<file path="config.mk">
export PLATFORM = sky130hd
export DESIGN_NAME = board_row_server
export DESIGN_NICKNAME = d
export VERILOG_FILES = /design/src/rtl/tetris_pkg.sv /design/src/rtl/board_ram.sv /design/src/rtl/board_row_server.sv
export SDC_FILE = /design/constraint.sdc
export NUM_CORES = 2
export LEC_CHECK = 0
export CAP_MARGIN = 40
export CORE_MARGIN = 1
export CORE_UTILIZATION = 35
export CTS_BUF_LIST = sky130_fd_sc_hd__clkbuf_8
export CTS_CLUSTER_SIZE = 16
export DETAILED_ROUTE_END_ITERATION = 7
export GPL_TIMING_DRIVEN = 0
export HOLD_SLACK_MARGIN = 0.03
export PLACE_DENSITY = 0.51
export SLEW_MARGIN = 20
export SYNTH_ARGS = -nofsm -noshare
export SYNTH_HDL_FRONTEND = slang
export SYNTH_SLANG_ARGS = --single-unit
</file>
<file path="constraint.sdc">
create_clock -name Clk -period 5.8 [get_ports Clk]
set_input_delay 1.16 -clock Clk [delete_from_list [all_inputs] [get_ports Clk]]
set_output_delay 1.16 -clock Clk [all_outputs]
set_load 0.1 [all_outputs]
</file>
<file path="src/rtl/tetris_pkg.sv">
// Shared board geometry, cell type and read-FSM state encoding for the Tetris row server.
package tetris_pkg;

    localparam int BOARD_W = 10;
    localparam int BOARD_H = 20;
    localparam int CELL_W  = 16;

    typedef logic [CELL_W-1:0] cell_t;

    typedef enum logic [1:0] {
        ST_IDLE,
        ST_FETCH,
        ST_DRAIN,
        ST_COMMIT
    } rd_state_t;

endpackage

</file>
<file path="src/rtl/board_ram.sv">
// Simple dual-port board storage: one synchronous read port, one write port.
// A same-address read and write in one cycle returns the previous contents.
module board_ram #(
    parameter int DEPTH  = 200,
    parameter int WIDTH  = 16,
    parameter int ADDR_W = $clog2(DEPTH)
) (
    input  logic              clk,
    input  logic              we,
    input  logic [ADDR_W-1:0] waddr,
    input  logic [WIDTH-1:0]  wdata,
    input  logic [ADDR_W-1:0] raddr,
    output logic [WIDTH-1:0]  rdata
);

    logic [WIDTH-1:0] mem [DEPTH];
    logic [WIDTH-1:0] rdata_q;

    always_ff @(posedge clk) begin
        if (we) begin
            mem[waddr] <= wdata;
        end
        rdata_q <= mem[raddr];
    end

    assign rdata = rdata_q;

endmodule

</file>
<file path="src/rtl/board_row_server.sv">
// Serves whole board rows to the display through a shadow buffer committed atomically,
// and owns the game-logic write path plus the board clear sweeper.
module board_row_server
    import tetris_pkg::*;
#(
    parameter int BOARD_W = tetris_pkg::BOARD_W,
    parameter int BOARD_H = tetris_pkg::BOARD_H,
    parameter int CELL_W  = tetris_pkg::CELL_W
) (
    input  logic                           Clk,
    input  logic                           reset,
    input  logic                           LD_Row,
    input  logic [7:0]                     rowNum,
    output logic [BOARD_W-1:0][CELL_W-1:0] Row,
    output logic                           rowReady,
    input  logic                           wr_en,
    input  logic [4:0]                     wr_row,
    input  logic [3:0]                     wr_col,
    input  logic [CELL_W-1:0]              wr_data,
    input  logic                           clear_board,
    output logic                           clear_busy
);

    localparam int CELLS  = BOARD_W * BOARD_H;
    localparam int ADDR_W = $clog2(CELLS);
    localparam int COL_W  = $clog2(BOARD_W + 2);

    rd_state_t state_q, state_d;

    logic                           ld_prev_q, ld_prev_d;
    logic                           req;
    logic [7:0]                     row_q, row_d;
    logic [COL_W-1:0]               col_q, col_d;
    logic                           pend_q, pend_d;
    logic [7:0]                     pend_row_q, pend_row_d;
    logic                           cap_vld_q, cap_vld_d;
    logic [COL_W-1:0]               cap_col_q, cap_col_d;
    logic [BOARD_W-1:0][CELL_W-1:0] shadow_q, shadow_d;
    logic [BOARD_W-1:0][CELL_W-1:0] row_buf_q, row_buf_d;
    logic                           ready_q, ready_d;
    logic                           clr_busy_q, clr_busy_d;
    logic [ADDR_W-1:0]              clr_addr_q, clr_addr_d;

    logic                           start;
    logic [7:0]                     start_row;

    logic                           ram_we;
    logic [ADDR_W-1:0]              ram_waddr;
    logic [CELL_W-1:0]              ram_wdata;
    logic [ADDR_W-1:0]              ram_raddr;
    logic [CELL_W-1:0]              ram_rdata;

    assign req       = LD_Row & ~ld_prev_q;
    assign ld_prev_d = LD_Row;
    assign ram_raddr = ADDR_W'(int'(row_q) * BOARD_W + int'(col_q));

    // Read FSM. col_q doubles as the stall counter in COMMIT so that in-range and
    // out-of-range rows both commit on the 12th edge after the request.
    always_comb begin
        state_d    = state_q;
        row_d      = row_q;
        col_d      = col_q;
        pend_d     = pend_q;
        pend_row_d = pend_row_q;
        cap_vld_d  = 1'b0;
        cap_col_d  = cap_col_q;
        shadow_d   = shadow_q;
        row_buf_d  = row_buf_q;
        ready_d    = ready_q;
        start      = 1'b0;
        start_row  = req ? rowNum : pend_row_q;

        if (cap_vld_q) begin
            shadow_d[cap_col_q] = ram_rdata;
        end

        case (state_q)
            ST_IDLE: begin
                if (req || pend_q) begin
                    start  = 1'b1;
                    pend_d = 1'b0;
                end
            end
            ST_FETCH: begin
                cap_vld_d = 1'b1;
                cap_col_d = col_q;
                if (int'(col_q) == BOARD_W - 1) begin
                    state_d = ST_DRAIN;
                end else begin
                    col_d = col_q + 1'b1;
                end
            end
            ST_DRAIN: begin
                state_d = ST_COMMIT;
                col_d   = COL_W'(BOARD_W + 1);
            end
            ST_COMMIT: begin
                if (int'(col_q) >= BOARD_W + 1) begin
                    row_buf_d = shadow_q;
                    if (req || pend_q) begin
                        // Chain straight into the queued row; Row is already stale again.
                        start  = 1'b1;
                        pend_d = 1'b0;
                    end else begin
                        ready_d = 1'b1;
                        state_d = ST_IDLE;
                    end
                end else begin
                    col_d = col_q + 1'b1;
                end
            end
            default: state_d = ST_IDLE;
        endcase

        if (req && !start && state_q != ST_IDLE) begin
            pend_d     = 1'b1;
            pend_row_d = rowNum;
        end

        if (start) begin
            row_d   = start_row;
            col_d   = '0;
            ready_d = 1'b0;
            if (int'(start_row) >= BOARD_H) begin
                state_d  = ST_COMMIT;
                shadow_d = '0;
            end else begin
                state_d = ST_FETCH;
            end
        end
    end

    // Clear sweeper owns the write port while busy; game writes are dropped meanwhile.
    always_comb begin
        clr_busy_d = clr_busy_q;
        clr_addr_d = clr_addr_q;
        ram_we     = 1'b0;
        ram_waddr  = clr_addr_q;
        ram_wdata  = '0;

        if (clr_busy_q) begin
            ram_we = 1'b1;
            if (int'(clr_addr_q) == CELLS - 1) begin
                clr_busy_d = 1'b0;
                clr_addr_d = '0;
            end else begin
                clr_addr_d = clr_addr_q + 1'b1;
            end
        end else begin
            if (clear_board) begin
                clr_busy_d = 1'b1;
                clr_addr_d = '0;
            end
            if (wr_en && int'(wr_row) < BOARD_H && int'(wr_col) < BOARD_W) begin
                ram_we    = 1'b1;
                ram_waddr = ADDR_W'(int'(wr_row) * BOARD_W + int'(wr_col));
                ram_wdata = wr_data;
            end
        end
    end

    always_ff @(posedge Clk or posedge reset) begin
        if (reset) begin
            state_q    <= ST_IDLE;
            ld_prev_q  <= 1'b0;
            pend_q     <= 1'b0;
            ready_q    <= 1'b0;
            row_buf_q  <= '0;
            cap_vld_q  <= 1'b0;
            clr_busy_q <= 1'b0;
            clr_addr_q <= '0;
        end else begin
            state_q    <= state_d;
            ld_prev_q  <= ld_prev_d;
            pend_q     <= pend_d;
            ready_q    <= ready_d;
            row_buf_q  <= row_buf_d;
            cap_vld_q  <= cap_vld_d;
            clr_busy_q <= clr_busy_d;
            clr_addr_q <= clr_addr_d;
        end
    end

    always_ff @(posedge Clk) begin
        row_q      <= row_d;
        col_q      <= col_d;
        pend_row_q <= pend_row_d;
        cap_col_q  <= cap_col_d;
        shadow_q   <= shadow_d;
    end

    board_ram #(
        .DEPTH  (CELLS),
        .WIDTH  (CELL_W),
        .ADDR_W (ADDR_W)
    ) u_ram (
        .clk   (Clk),
        .we    (ram_we),
        .waddr (ram_waddr),
        .wdata (ram_wdata),
        .raddr (ram_raddr),
        .rdata (ram_rdata)
    );

    assign Row        = row_buf_q;
    assign rowReady   = ready_q;
    assign clear_busy = clr_busy_q;

endmodule

</file>
==> impl_metrics.ini <==
[routing]
routed_via_density = 5.51
drt_first_iter_violations = 9874
routedWlPerCell_um = 33.1
sum_of_routed_wire_length_over_all_layers_mm = 462
antenna_violating_nets_post_route = 0
detail_route.drc_violations = 0
detailroute.via_count = 76900
number_of_detailed_route_iterations_in_the_first_pass = 6

[sta]
achievable-frequency_ghz = 0.170
timing.slew.headroom_pct = 35.9
timing.final.max_slew_violations = 0
worst-slew-pin-transition_ps = 957
skew_ps = 108
rsz_0062_raised_after_global_routing = no
timing.final.crit_period_ps = 5870
hold_violations = 0
layout_worst_path_cycle_share_pct = 101
worst_slack_ps = -66.6
final-setup-viol-count = 3

[clock_network]
cts_resized = 4
clk-insertion-delay-late_ps = 1230
cts_tree = yes
cts_buffer_depth = 4
cts.sinks = 3574
clock_buffer_count_from_cts = 603
h_tree_depth = 6
hold_buffers = 0
post_cts_buffers = 0
path_clk_slew_ps = 60
clock-root-buffer = sky130_fd_sc_hd__clkbuf_8

[critical_path]
reg2reg_depth = 12
worst_setup_path_end_kind = register
startpoint_type = register
worst_r2r_startpoint = row_q[0]$_DFFE_PP_
timing.critical_path.arrival_ps = 6920
reg2reg_to = u_ram.rdata[11]$_DFF_P_
cp.required_ps = 6860
reg2reg_setup_slack_ps = -70
worstPathMaxFanout = 10
crit_path_category = reg2reg

[logic_synthesis]
syn_inst = 7063
synthesis.area_per_instance_um2 = 19.5
most_used_flip_flop_cell_after_synthesis = sky130_fd_sc_hd__edfxtp_1
netlist_area_um2 = 138000
netlist.top_cell.by_area = sky130_fd_sc_hd__edfxtp_1
synth_edf_count = 3219
post_synth_num_cell_types = 72
total_number_of_yosys_warnings = 0
ys_seq_elements = 3574
synthDominantCellAreaShare_pct = 70.3
seq_area_frac_synth_pct = 76.1
syn-num-nets = 7133
yosysMostFrequentCell = sky130_fd_sc_hd__edfxtp_1
ys_async_rst_share_pct = 4.90
synth_top_cells_by_count = sky130_fd_sc_hd__edfxtp_1, sky130_fd_sc_hd__nand2_1, sky130_fd_sc_hd__mux4_2
synth.area.top_cells = sky130_fd_sc_hd__edfxtp_1, sky130_fd_sc_hd__mux4_2, sky130_fd_sc_hd__dfrtp_1, sky130_fd_sc_hd__dfxtp_1, sky130_fd_sc_hd__nand2_1

[placement]
place.port_buffers = 199
routabilityCongestion = 0.965
placed_area_um2 = 155000
dp_hpwl_mm = 323
placed_cells_incl_taps = 12900

[power]
power_density_nw_per_um2 = 532
total_leakage_power_nw = 58.3
ir_worst_vdd_v = 0.000510

[global_route]
first_global_vias = 77400
gr-total-overflow = 0
globalRouteTotalUtil_pct = 22.9
grt_first_pass_wirelength_mm = 630
number_of_antenna_violations_at_the_first_check_in_global_routing = 40
pin_count_of_the_biggest_net_entering_global_routing = 85

[floorplan]
fp.dieH_um = 629
floorplan.io_pins = 200
initial_utilization_pct = 35.3
chipWidth_um = 629
design.core.area_um2 = 390000
design.die.area_um2 = 396000
rows = 229

[cells_and_area]
final_nets = 8359
layout-drive-gt1-share_pct = 28.4
final_cells = 13900
syn2layout_area_growth_pct = 20.5
final.fill_count = 34300
design_area_um2 = 166000

[run]
drv.max_cap_violation_count = 0

[worst_hold_path]
min-delay-path-class = in2async

[status]
violations = negative setup slack
outcome = finished with violations
[placed cells by master, fill, tap and decap left out, types with 28 or more instances in the layout]
cell type,instances
sky130_fd_sc_hd__edfxtp_1,3219
sky130_fd_sc_hd__nand2_1,939
sky130_fd_sc_hd__mux4_2,849
sky130_fd_sc_hd__clkbuf_8,642
sky130_fd_sc_hd__inv_1,213
sky130_fd_sc_hd__clkdlybuf4s50_1,199
sky130_fd_sc_hd__clkbuf_1,191
sky130_fd_sc_hd__dfxtp_1,180
sky130_fd_sc_hd__dfrtp_1,175
sky130_fd_sc_hd__buf_8,169
sky130_fd_sc_hd__nor2_4,147
sky130_fd_sc_hd__a21oi_1,142
sky130_fd_sc_hd__mux2i_1,131
sky130_fd_sc_hd__buf_6,114
sky130_fd_sc_hd__clkinv_1,108
sky130_fd_sc_hd__buf_16,105
sky130_fd_sc_hd__buf_2,89
sky130_fd_sc_hd__nor2_1,88
sky130_fd_sc_hd__nand3_1,84
sky130_fd_sc_hd__and3_1,73
sky130_fd_sc_hd__a22oi_1,66
sky130_fd_sc_hd__buf_4,62
sky130_fd_sc_hd__clkbuf_2,61
sky130_fd_sc_hd__nor2_2,58
sky130_fd_sc_hd__a211oi_1,58
sky130_fd_sc_hd__clkinv_2,51
sky130_fd_sc_hd__o21ai_0,49
sky130_fd_sc_hd__buf_12,35
sky130_fd_sc_hd__a31oi_1,30
sky130_fd_sc_hd__nor3_1,29
sky130_fd_sc_hd__ha_1,28
[critical path, cell delays in order, from the launching register on]
cell and delay (ps):
sky130_fd_sc_hd__edfxtp_1 420, sky130_fd_sc_hd__ha_1 320, sky130_fd_sc_hd__ha_1 480, sky130_fd_sc_hd__nor2_1 150, sky130_fd_sc_hd__o21ai_2 690, sky130_fd_sc_hd__and2_1 230, sky130_fd_sc_hd__clkbuf_2 620, sky130_fd_sc_hd__clkbuf_1 440
sky130_fd_sc_hd__clkbuf_1 650, sky130_fd_sc_hd__nor3_1 220, sky130_fd_sc_hd__nor2_2 580, sky130_fd_sc_hd__a21oi_1 320, sky130_fd_sc_hd__a211oi_1 630
[per-stage QoR]
stage | setup TNS, ps | worst slack [ps] | hold WS, ps | power (mW) | util (%)
CTS | 0 | 3.71 | 327 | 87.8 | 42.4
detailed placement | -985760 | -919 | 425 | 66.9 | 39.6
floorplan | 0 | 166 | 412 | 47.0 | -
global placement | - | -5290 | 426 | 64.0 | 37.4
global route | 0 | 27.2 | 319 | 90.1 | 42.5
finish | -142 | -66.6 | 356 | 88.3 | 42.5
[state kept, by name (all words and copies together) (netlist names)]
name,count
Row,160
cap_col_q,4
cap_vld_q,1
clear_busy,1
clr_addr_q,8
col_q,4
ld_prev_q,1
pend_q,1
pend_row_q,8
rowReady,1
row_q,7
shadow_q,160
state_q,2
u_ram.mem,3200
u_ram.rdata,16
[cell families after synthesis]
kind of cell	Yosys count	share of synthesized area (%)
adders and majority gates	32	0.313
buffers and inverters	446	1.55
and+or+nand+nor	1515	4.57
xor gates and xnor gates	17	0.119
DFF	3574	76.1
muxes	992	15.0
AOI/OAI and AO/OA	487	2.43
[report_power, final]
part	switching [mW]	internal (mW)	leakage (nW)	total [mW]
combinational	26.8	11.1	15.5	37.9
clock	10.4	10.7	6.33	21.0
sequential	0.646	28.7	36.4	29.3
[routing by layer]
layer,part of all wire [%],up-vias,GRT usage [%]
li1,-,31000,-
met1,40,41100,30.6
met2,46,3931,35.8
met3,8.4,891,4.87
met4,5.2,12,10.9
met5,0.073,-,0.483
[final cells by class]
type                       instances  area [um^2]  area share (%)
timing repair buffer             622         9290            5.60
buffer                           431         2160            1.30
sequential                      3574       105000            63.1
antenna                           12         30.0          0.0181
multi-input combinational       3043        32200            19.4
clock inverter                   412         2120            1.28
inverter                          14         56.3          0.0340
tap                             5197         6500            3.92
clock buffer                     642         8840            5.33
[how the worst max path moves through the flow]
stage                            start                           to  slack (ps)
floorplan                    wr_row[3]   u_ram.mem[0][10]$_DFFE_PP_         170
global placement             wr_row[3]   u_ram.mem[44][8]$_DFFE_PP_       -5290
detailed placement           wr_row[1]  u_ram.mem[112][9]$_DFFE_PP_        -920
CTS                 row_q[0]$_DFFE_PP_       u_ram.rdata[4]$_DFF_P_           4
global route        row_q[0]$_DFFE_PP_       u_ram.rdata[9]$_DFF_P_          30
finish              row_q[0]$_DFFE_PP_      u_ram.rdata[11]$_DFF_P_         -70
Power figures use the tool's default switching activity.
